$ cat src/rtl/sample_ram_pkg.sv
// Shared types and defaults for the sample RAM sequencer.
// The frame-region states and sample/address types are common to the top and its read port.
package sample_ram_pkg;

  localparam int N_SAMPLES_DEF = 784;
  localparam int ADDR_W_DEF    = 10;
  localparam int DATA_W_DEF    = 32;

  typedef enum logic [1:0] {IDLE, CLEAR, LOAD, RUN} seq_state_t;

  typedef logic signed [DATA_W_DEF-1:0] sample_t;
  typedef logic        [ADDR_W_DEF-1:0] addr_t;

endpackage

$ cat src/rtl/sample_rd_port.sv
// Engine read port: one-cycle registered valid/data return plus the sticky
// out-of-range address flag.
module sample_rd_port
  import sample_ram_pkg::*;
#(
  parameter int N_SAMPLES = N_SAMPLES_DEF,
  parameter int ADDR_W    = ADDR_W_DEF,
  parameter int DATA_W    = DATA_W_DEF
) (
  input  logic                     clk,
  input  logic                     rst_n,
  input  logic                     rd_en,
  input  logic                     oob_clr,
  input  logic                     rd_req,
  input  logic [ADDR_W-1:0]        rd_addr,
  output logic [ADDR_W-1:0]        ram_rdaddr,
  input  logic signed [DATA_W-1:0] ram_rddata,
  output logic                     rd_vld,
  output logic signed [DATA_W-1:0] rd_data,
  output logic                     err_oob
);

  localparam logic [ADDR_W:0] N_LIM = (ADDR_W+1)'(N_SAMPLES);

  logic                     fire;
  logic                     oob;
  logic                     rd_vld_d, rd_vld_q;
  logic                     err_oob_d, err_oob_q;
  logic signed [DATA_W-1:0] rd_data_d, rd_data_q;

  // The RAM latches its output on the negedge between request and capture edge.
  assign ram_rdaddr = rst_n ? rd_addr : '0;

  always_comb begin
    fire      = rd_en && rd_req;
    oob       = {1'b0, rd_addr} >= N_LIM;
    rd_vld_d  = fire;
    rd_data_d = rd_data_q;
    if (fire) begin
      rd_data_d = oob ? '0 : ram_rddata;
    end
    err_oob_d = err_oob_q;
    if (oob_clr) begin
      err_oob_d = 1'b0;
    end else if (fire && oob) begin
      err_oob_d = 1'b1;
    end
  end

  always_ff @(posedge clk or negedge rst_n) begin
    if (!rst_n) begin
      rd_vld_q  <= 1'b0;
      rd_data_q <= '0;
      err_oob_q <= 1'b0;
    end else begin
      rd_vld_q  <= rd_vld_d;
      rd_data_q <= rd_data_d;
      err_oob_q <= err_oob_d;
    end
  end

  assign rd_vld  = rd_vld_q;
  assign rd_data = rd_data_q;
  assign err_oob = err_oob_q;

endmodule

$ cat src/rtl/sample_ram_sequencer.sv
// Frame sequencer for the 1024x32 sample RAM: zero-fill, pixel load, engine
// hand-off, wait for done. Write path and FSM live here; reads in sample_rd_port.
module sample_ram_sequencer
  import sample_ram_pkg::*;
#(
  parameter int N_SAMPLES = N_SAMPLES_DEF,
  parameter int ADDR_W    = ADDR_W_DEF,
  parameter int DATA_W    = DATA_W_DEF
) (
  input  logic                     Clk,
  input  logic                     Reset_n,
  input  logic                     start_load,
  input  logic                     abort,
  input  logic                     pix_valid,
  input  logic signed [DATA_W-1:0] pix_data,
  output logic                     pix_ready,
  output logic                     eng_start,
  input  logic                     eng_rd_req,
  input  logic [ADDR_W-1:0]        eng_rd_addr,
  output logic                     eng_rd_valid,
  output logic signed [DATA_W-1:0] eng_rd_data,
  input  logic                     eng_done,
  output logic                     busy,
  output logic                     err_oob,
  output logic                     ram_wren,
  output logic [ADDR_W-1:0]        ram_wraddr,
  output logic signed [DATA_W-1:0] ram_wrdata,
  output logic [ADDR_W-1:0]        ram_rdaddr,
  input  logic signed [DATA_W-1:0] ram_rddata
);

  localparam logic [ADDR_W-1:0] LAST = ADDR_W'(N_SAMPLES - 1);

  seq_state_t               state_d, state_q;
  logic [ADDR_W-1:0]        cnt_d, cnt_q;
  logic [ADDR_W-1:0]        wraddr_d, wraddr_q;
  logic signed [DATA_W-1:0] wrdata_d, wrdata_q;
  logic                     wren_d, wren_q;
  logic                     pix_ready_d, pix_ready_q;
  logic                     eng_start_d, eng_start_q;
  logic                     busy_d, busy_q;
  logic                     accept;
  logic                     oob_clr;
  logic                     rd_en;

  always_comb begin
    state_d     = state_q;
    cnt_d       = cnt_q;
    wren_d      = 1'b0;
    wraddr_d    = wraddr_q;
    wrdata_d    = wrdata_q;
    pix_ready_d = 1'b0;
    eng_start_d = 1'b0;
    oob_clr     = 1'b0;
    accept      = pix_valid && pix_ready_q && (state_q == LOAD) && !abort;

    // abort overrides everything; partial frame contents stay in the RAM
    if (abort) begin
      state_d = IDLE;
    end else begin
      case (state_q)
        IDLE: begin
          if (start_load) begin
            state_d  = CLEAR;
            cnt_d    = '0;
            wren_d   = 1'b1;
            wraddr_d = '0;
            wrdata_d = '0;
            oob_clr  = 1'b1;
          end
        end
        CLEAR: begin
          if (cnt_q == LAST) begin
            state_d     = LOAD;
            cnt_d       = '0;
            pix_ready_d = 1'b1;
          end else begin
            cnt_d    = cnt_q + 1'b1;
            wren_d   = 1'b1;
            wraddr_d = cnt_q + 1'b1;
            wrdata_d = '0;
          end
        end
        LOAD: begin
          pix_ready_d = 1'b1;
          if (accept) begin
            wren_d   = 1'b1;
            wraddr_d = cnt_q;
            wrdata_d = pix_data;
            // counter stops at LAST so no address past the frame is ever written
            if (cnt_q == LAST) begin
              state_d     = RUN;
              pix_ready_d = 1'b0;
              eng_start_d = 1'b1;
            end else begin
              cnt_d = cnt_q + 1'b1;
            end
          end
        end
        RUN: begin
          if (eng_done) begin
            state_d = IDLE;
          end
        end
        default: state_d = IDLE;
      endcase
    end

    busy_d = (state_d != IDLE);
    rd_en  = (state_q == RUN) && !abort;
  end

  always_ff @(posedge Clk or negedge Reset_n) begin
    if (!Reset_n) begin
      state_q     <= IDLE;
      cnt_q       <= '0;
      wren_q      <= 1'b0;
      wraddr_q    <= '0;
      wrdata_q    <= '0;
      pix_ready_q <= 1'b0;
      eng_start_q <= 1'b0;
      busy_q      <= 1'b0;
    end else begin
      state_q     <= state_d;
      cnt_q       <= cnt_d;
      wren_q      <= wren_d;
      wraddr_q    <= wraddr_d;
      wrdata_q    <= wrdata_d;
      pix_ready_q <= pix_ready_d;
      eng_start_q <= eng_start_d;
      busy_q      <= busy_d;
    end
  end

  assign ram_wren   = wren_q;
  assign ram_wraddr = wraddr_q;
  assign ram_wrdata = wrdata_q;
  assign pix_ready  = pix_ready_q;
  assign eng_start  = eng_start_q;
  assign busy       = busy_q;

  sample_rd_port #(
    .N_SAMPLES (N_SAMPLES),
    .ADDR_W    (ADDR_W),
    .DATA_W    (DATA_W)
  ) u_rd_port (
    .clk        (Clk),
    .rst_n      (Reset_n),
    .rd_en      (rd_en),
    .oob_clr    (oob_clr),
    .rd_req     (eng_rd_req),
    .rd_addr    (eng_rd_addr),
    .ram_rdaddr (ram_rdaddr),
    .ram_rddata (ram_rddata),
    .rd_vld     (eng_rd_valid),
    .rd_data    (eng_rd_data),
    .err_oob    (err_oob)
  );

endmodule

$ cat config.mk
export PLATFORM = sky130hd
export DESIGN_NAME = sample_ram_sequencer
export DESIGN_NICKNAME = d
export VERILOG_FILES = /design/src/rtl/sample_ram_pkg.sv /design/src/rtl/sample_rd_port.sv /design/src/rtl/sample_ram_sequencer.sv
export SDC_FILE = /design/constraint.sdc
export NUM_CORES = 1
export LEC_CHECK = 0
export CORE_UTILIZATION = 25
export CTS_CLUSTER_DIAMETER = 200
export DETAILED_ROUTE_END_ITERATION = 10
export MAX_ROUTING_LAYER = met4
export SYNTH_ARGS = -nofsm -noshare
export SYNTH_HDL_FRONTEND = slang
export SYNTH_SLANG_ARGS = --single-unit
$ cat constraint.sdc
create_clock -name Clk -period 2.4 [get_ports Clk]
set_input_delay 0.24 -clock Clk [delete_from_list [all_inputs] [get_ports Clk]]
set_output_delay 0.24 -clock Clk [all_outputs]
set_load 0.02 [all_outputs]
# ---- After elaboration in Yosys (flattened, before gate mapping)
# Index checks and enable logic that the tools add are counted.
dict set report totals {
  reg_bits 92
  input_bits 81
  mem_bits_ro 0
  latchBits 0
  mem_count 0
  ram_bits 0
}
dict set report op_classes {
  reduce_logical 13
  bitwise 1
  n_lt_le_gt_ge 1
  addsub 1
  multipliers 0
  div_mod_pow 0
  n_shift 0
  muxes 36
  eq_ne 8
}
# operator count
set op_table {}
lappend op_table {{32-bit two-way mux} 4}
lappend op_table {{32-bit case mux with 3 select lines} 1}
lappend op_table {{10-bit two-way mux} 6}
lappend op_table {{10-bit case mux with 3 select lines} 2}
lappend op_table {{1-bit two-way mux} 14}
lappend op_table {{2-bit two-way mux} 6}
lappend op_table {{10-bit by 1-bit adder with 10-bit output (second input constant)} 1}
lappend op_table {{10-bit == test (second input constant)} 1}
lappend op_table {{10-bit greater-or-equal comparator (second input constant)} 1}
lappend op_table {{5-bit AND reduction} 2}
lappend op_table {{2-bit inequality test (second input constant)} 4}
lappend op_table {{2-bit case mux with 4 select lines} 1}
lappend op_table {{1-bit logical AND} 6}
lappend op_table {{2-bit == test (second input constant)} 2}
lappend op_table {{2-bit nonzero test} 2}
lappend op_table {{1-bit case mux with 3 select lines} 1}
lappend op_table {{3-bit nonzero test} 1}
lappend op_table {{2-bit by 1-bit == test with 1-bit output (second input constant)} 1}
lappend op_table {{2-bit logical NOT} 1}
lappend op_table {{1-bit case mux with 2 select lines} 1}
lappend op_table {{1-bit logical NOT} 1}
lappend op_table {{1-bit inverter} 1}

# ---- Depth between registers and ports, before layout
dict set report logic_depth {
  depth_word 7
  depth_mapped 9
  depth_no_buf 7
}

# ---- By module
# A second synthesis with hierarchy kept.
dict set report unflattened {
  hier_cells 439
  area_unflattened_um2 4565.6
}
# module cells_per_inst seq_area_each_um2 n_inst area_per_inst_um2
set by_module_without_submodules {}
lappend by_module_without_submodules {sample_ram_sequencer 283 1451.4 1 3032.9}
lappend by_module_without_submodules {sample_rd_port 156 850.8 1 1532.7}

# ---- Worst setup path before layout
# Ideal clock, no wire load.
dict set report synth_path {
  path_kind {flip-flop to flip-flop}
  start {register state_q[0]}
  end {register wrdata_q[22] (netlist: ram_wrdata[22])}
  slack_ps 203
  path_buffers 2
  setup_ps 134
  stages_incl_launch_ff 10
  required_ps 2266
  arrival_ps 2063
  synth_period_minus_slack_ps 2197
  cell_sequence {dfrtp_1 inv_1 ha_1 nand4b_4 a2111oi_4 nand2_1 buf_2 buf_2 nand2_1 o21ai_0}
}
dict set report synth_between {
  elab_chain_len 5
}
# item line_no
set synth_lines {}
lappend synth_lines {{start, declared} sample_ram_sequencer.sv:34} ;# seq_state_t state_d, state_q;
lappend synth_lines {{start signal, assigned} sample_ram_sequencer.sv:124} ;# state_q <= state_d;
lappend synth_lines {{2-bit == test} {sample_ram_sequencer.sv:55, sample_ram_sequencer.sv:61}}
lappend synth_lines {{1-bit logical AND (2 in a row)} sample_ram_sequencer.sv:55} ;# accept = pix_valid && pix_ready_q && (state_q == LOAD) && !abort;
lappend synth_lines {{2-bit inequality test (no line)} --}
lappend synth_lines {{5-bit AND reduction (no line)} --}
lappend synth_lines {{end signal, assigned} sample_ram_sequencer.sv:128} ;# wrdata_q <= wrdata_d;
lappend synth_lines {{end, declared} sample_ram_sequencer.sv:37} ;# logic signed [DATA_W-1:0] wrdata_d, wrdata_q;
# Parallel ways exist; a longest one is shown, timed or not.
# A chain may end at the register's enable or synchronous reset.

# ---- Worst setup path after layout
dict set report layout_path {
  start {register cnt_q[0]}
  end {register eng_start_q (netlist: eng_start)}
}
dict set report layout_between {
  elab_chain_len 5
}
# item line_no
set layout_lines {}
lappend layout_lines {{start, declared} sample_ram_sequencer.sv:35} ;# logic [ADDR_W-1:0] cnt_d, cnt_q;
lappend layout_lines {{start signal, assigned} sample_ram_sequencer.sv:125} ;# cnt_q <= cnt_d;
lappend layout_lines {{10-bit == test} sample_ram_sequencer.sv:91} ;# if (cnt_q == LAST) begin
lappend layout_lines {{1-bit two-way mux} sample_ram_sequencer.sv:91}
lappend layout_lines {{1-bit two-way mux} sample_ram_sequencer.sv:86} ;# if (accept) begin
lappend layout_lines {{1-bit two-way mux} sample_ram_sequencer.sv:61} ;# case (state_q)
lappend layout_lines {{1-bit two-way mux} sample_ram_sequencer.sv:58} ;# if (abort) begin
lappend layout_lines {{named net eng_start_d} sample_ram_sequencer.sv:40} ;# logic eng_start_d, eng_start_q;
lappend layout_lines {{end signal, assigned} sample_ram_sequencer.sv:130} ;# eng_start_q <= eng_start_d;
lappend layout_lines {{end, declared} sample_ram_sequencer.sv:40}
# The timed path passes the listed nets, and every way through them passes these cells.

==> metrics.txt <==
most frequent cells in the layout clkdlybuf4s50_1 (169), nand2_1 (150), dfrtp_1 (92), o21ai_0 (47), nand3_1 (38); root buffer cell clkbuf_16; Clock Skew 0.00662 ns; CTS tree built; global route overflow 0; CP Max Fanout 6; Async SR Flop Fraction 100%; Die Y 132 um; kind of critical path register to register; Worst-Skew Late Latency 0.34 ns; floorplan row count 47; layout cells sized above 1 6.33%; initial DRC count 224; CP Capture Type register; Detailed Routing Iterations Pass 1 4; CP startpoint kind register; DRT antenna net count 0; Setup-failing EPs final 0; Worst EP arrival 2.37 ns; Netlist Area Pre-Place 4230 um2; syn_nets 551; Mapped Avg Cell Area 9.16 um2; Worst R2R Setup Slack 0.24 ns; final worst slack 0.244 ns; post-synthesis sequential area ratio 54.4%; status complete, no violations; gp weighted congestion 0.827; worst slack at placement 0.141 ns; largest area contributor in the netlist dfrtp_1; FF+latch count, synth 92; Clock transition at path regs 0.07 ns; Final Slew Violations 0; Post-DP HPWL 8780 um; Post-layout nets 718; setup_tns 0 ns; type of the worst min-delay path input port to asynchronous set/reset pin; Max-Cap Viols 0; top post-synthesis cells by area dfrtp_1 (54%), nand2_1 (13%), o21ai_0 (5.6%), nand3_1 (4.5%), ha_1 (2.4%); P per Cell Area 973 nW/um2; io pins 171; WL/cell 13.9 um; final period utilization 89.8%; area delta synth->final 53.8%; GRT Total Usage 14.3%; vias in the first global route 3775; min cycle time layout 2.16 ns; pin count of the biggest net entering global routing 57; global-route wire length before repair 19400 um; worst slew pin tran 0.593 ns; FMAX 464 MHz; DRC Markers 0; Peak VDD IR 331 uV; initial antenna violation count 0; commonest non-fill, non-tap cell in the layout clkdlybuf4s50_1; TritonCTS Buffers 9; number of flops mapped to enable cells by yosys 0; CTS Sinks 92; H-tree levels 3; initial core utilization 25.5%; # Post-CTS Setup Buffers 0; Yosys cell types 44; Synth top area share 54.4%; n_diodes 0; die area 17500 um2; core outline area 16600 um2; Slew HR 60.5%; Mapped Cells 462; CTS max path bufs 2; worst path required time 2.62 ns; final WL 11900 um; vias per inst 4.47; Lkg Pwr 2.80 nW; Port Buffer Count 170; final hold vios 0; via count 3808; synth warn 0; die extent in x 132 um; Synth Flop Type dfrtp_1; RSZ-0062 raised after global routing false
-- critical path, stage by stage, from the launching register on --
cell and delay [ns]:
dfrtp_1 0.44, ha_1 0.30, nand4b_1 0.26, buf_4 0.24, or4_1 0.48, nor3_1 0.31
-- stage by stage --
stage          util (%)  power (W)  hold slack, ns  cells  cell area (um2)
2_1_floorplan         -    0.00363         -0.0556    462             4230
3_3_place_gp       37.5    0.00495           0.138    837             6220
3_5_place_dp       37.5    0.00501           0.139    837             6220
4_1_cts            39.2    0.00641           0.314    852             6510
5_1_grt            39.3    0.00672           0.336    852             6510
6_report           39.3    0.00634           0.314    852             6510
-- cell type report --
type	count	area, um2
timing repair buffer	189	1860
multi-input combinational	331	1780
clock buffer	12	236
tap	220	275
inverter	6	22.5
fill	1630	10100
clock inverter	2	37.5
sequential	92	2300
-- cell families after synthesis --
family | Yosys count | share of synthesized area [%]
adder cells (fa/ha/maj) | 8 | 2.36
buffers and inverters | 39 | 3.81
AO/OA/AOI/OAI | 82 | 13.1
XOR/XNOR | 7 | 1.45
flip-flops | 92 | 54.4
AND/OR/NAND/NOR | 233 | 24.7
multiplexers | 1 | 0.236
-- path summary, 6_finish.rpt --
check	startpoint	to	depth (start not counted)
min in group Clk	ram_rddata[29]	u_rd_port.rd_data[29]	3
max in group asynchronous	Reset_n	cnt_q[5]	3
worst max register to register	cnt_q[0]	eng_start	5
worst min register to register	u_rd_port.rd_data[29]	u_rd_port.rd_data[29]	2
worst min-delay path	Reset_n	ram_wrdata[26]	2
worst max-delay path	cnt_q[0]	eng_start	5
-- what timing repair did --
action                                  CTS  global route
endpoints found under the setup margin    0             4
hold buffers                              1             0
hold endpoints to repair                 13             0
gates resized for setup                   0             2
-- routing by layer --
| layer | up-vias | part of all wire, % | wire [um] | track usage, % |
|---|---|---|---|---|
| met2 | 88 | 49 | 5830 | 23.2 |
| met3 | 19 | 4.5 | 534 | 3.15 |
| met4 | 0 | 1.7 | 199 | 5.36 |
| met1 | 1818 | 45 | 5310 | 17.3 |
| li1 | 1883 | - | - | - |
| met5 | - | 0 | 0 | - |
-- synthesized netlist by cell type, types with 2 or more instances --
| cell | instances |
|---|---|
| nand3_1 | 38 |
| nor3_1 | 4 |
| o21a_1 | 2 |
| nor2b_1 | 6 |
| and2_1 | 11 |
| ha_1 | 8 |
| xnor2_1 | 6 |
| a2bb2oi_1 | 2 |
| nand4_1 | 4 |
| o21ai_1 | 2 |
| nand2b_1 | 2 |
| buf_1 | 3 |
| dfrtp_1 | 92 |
| or4_1 | 2 |
| a211oi_1 | 2 |
| clkbuf_1 | 23 |
| and3_1 | 2 |
| a22oi_1 | 9 |
| o31ai_2 | 3 |
| o31ai_1 | 7 |
| o21ai_0 | 47 |
| nand2_1 | 151 |
| inv_1 | 6 |
| nor2_1 | 5 |
| buf_2 | 6 |
-- registers in the layout (all words and copies together) (netlist names) --
| register | count |
|---|---|
| u_rd_port.err_oob | 1 |
| ram_wrdata | 32 |
| pix_ready | 1 |
| ram_wren | 1 |
| busy | 1 |
| u_rd_port.rd_data | 32 |
| cnt_q | 10 |
| ram_wraddr | 10 |
| u_rd_port.rd_vld | 1 |
| state_q | 2 |
| eng_start | 1 |
-- power breakdown --
part           switching, W  internal, W
clock              0.000570     0.000797
combinational       0.00155      0.00122
sequential         0.000236      0.00196
Power figures use the tool's default switching activity.
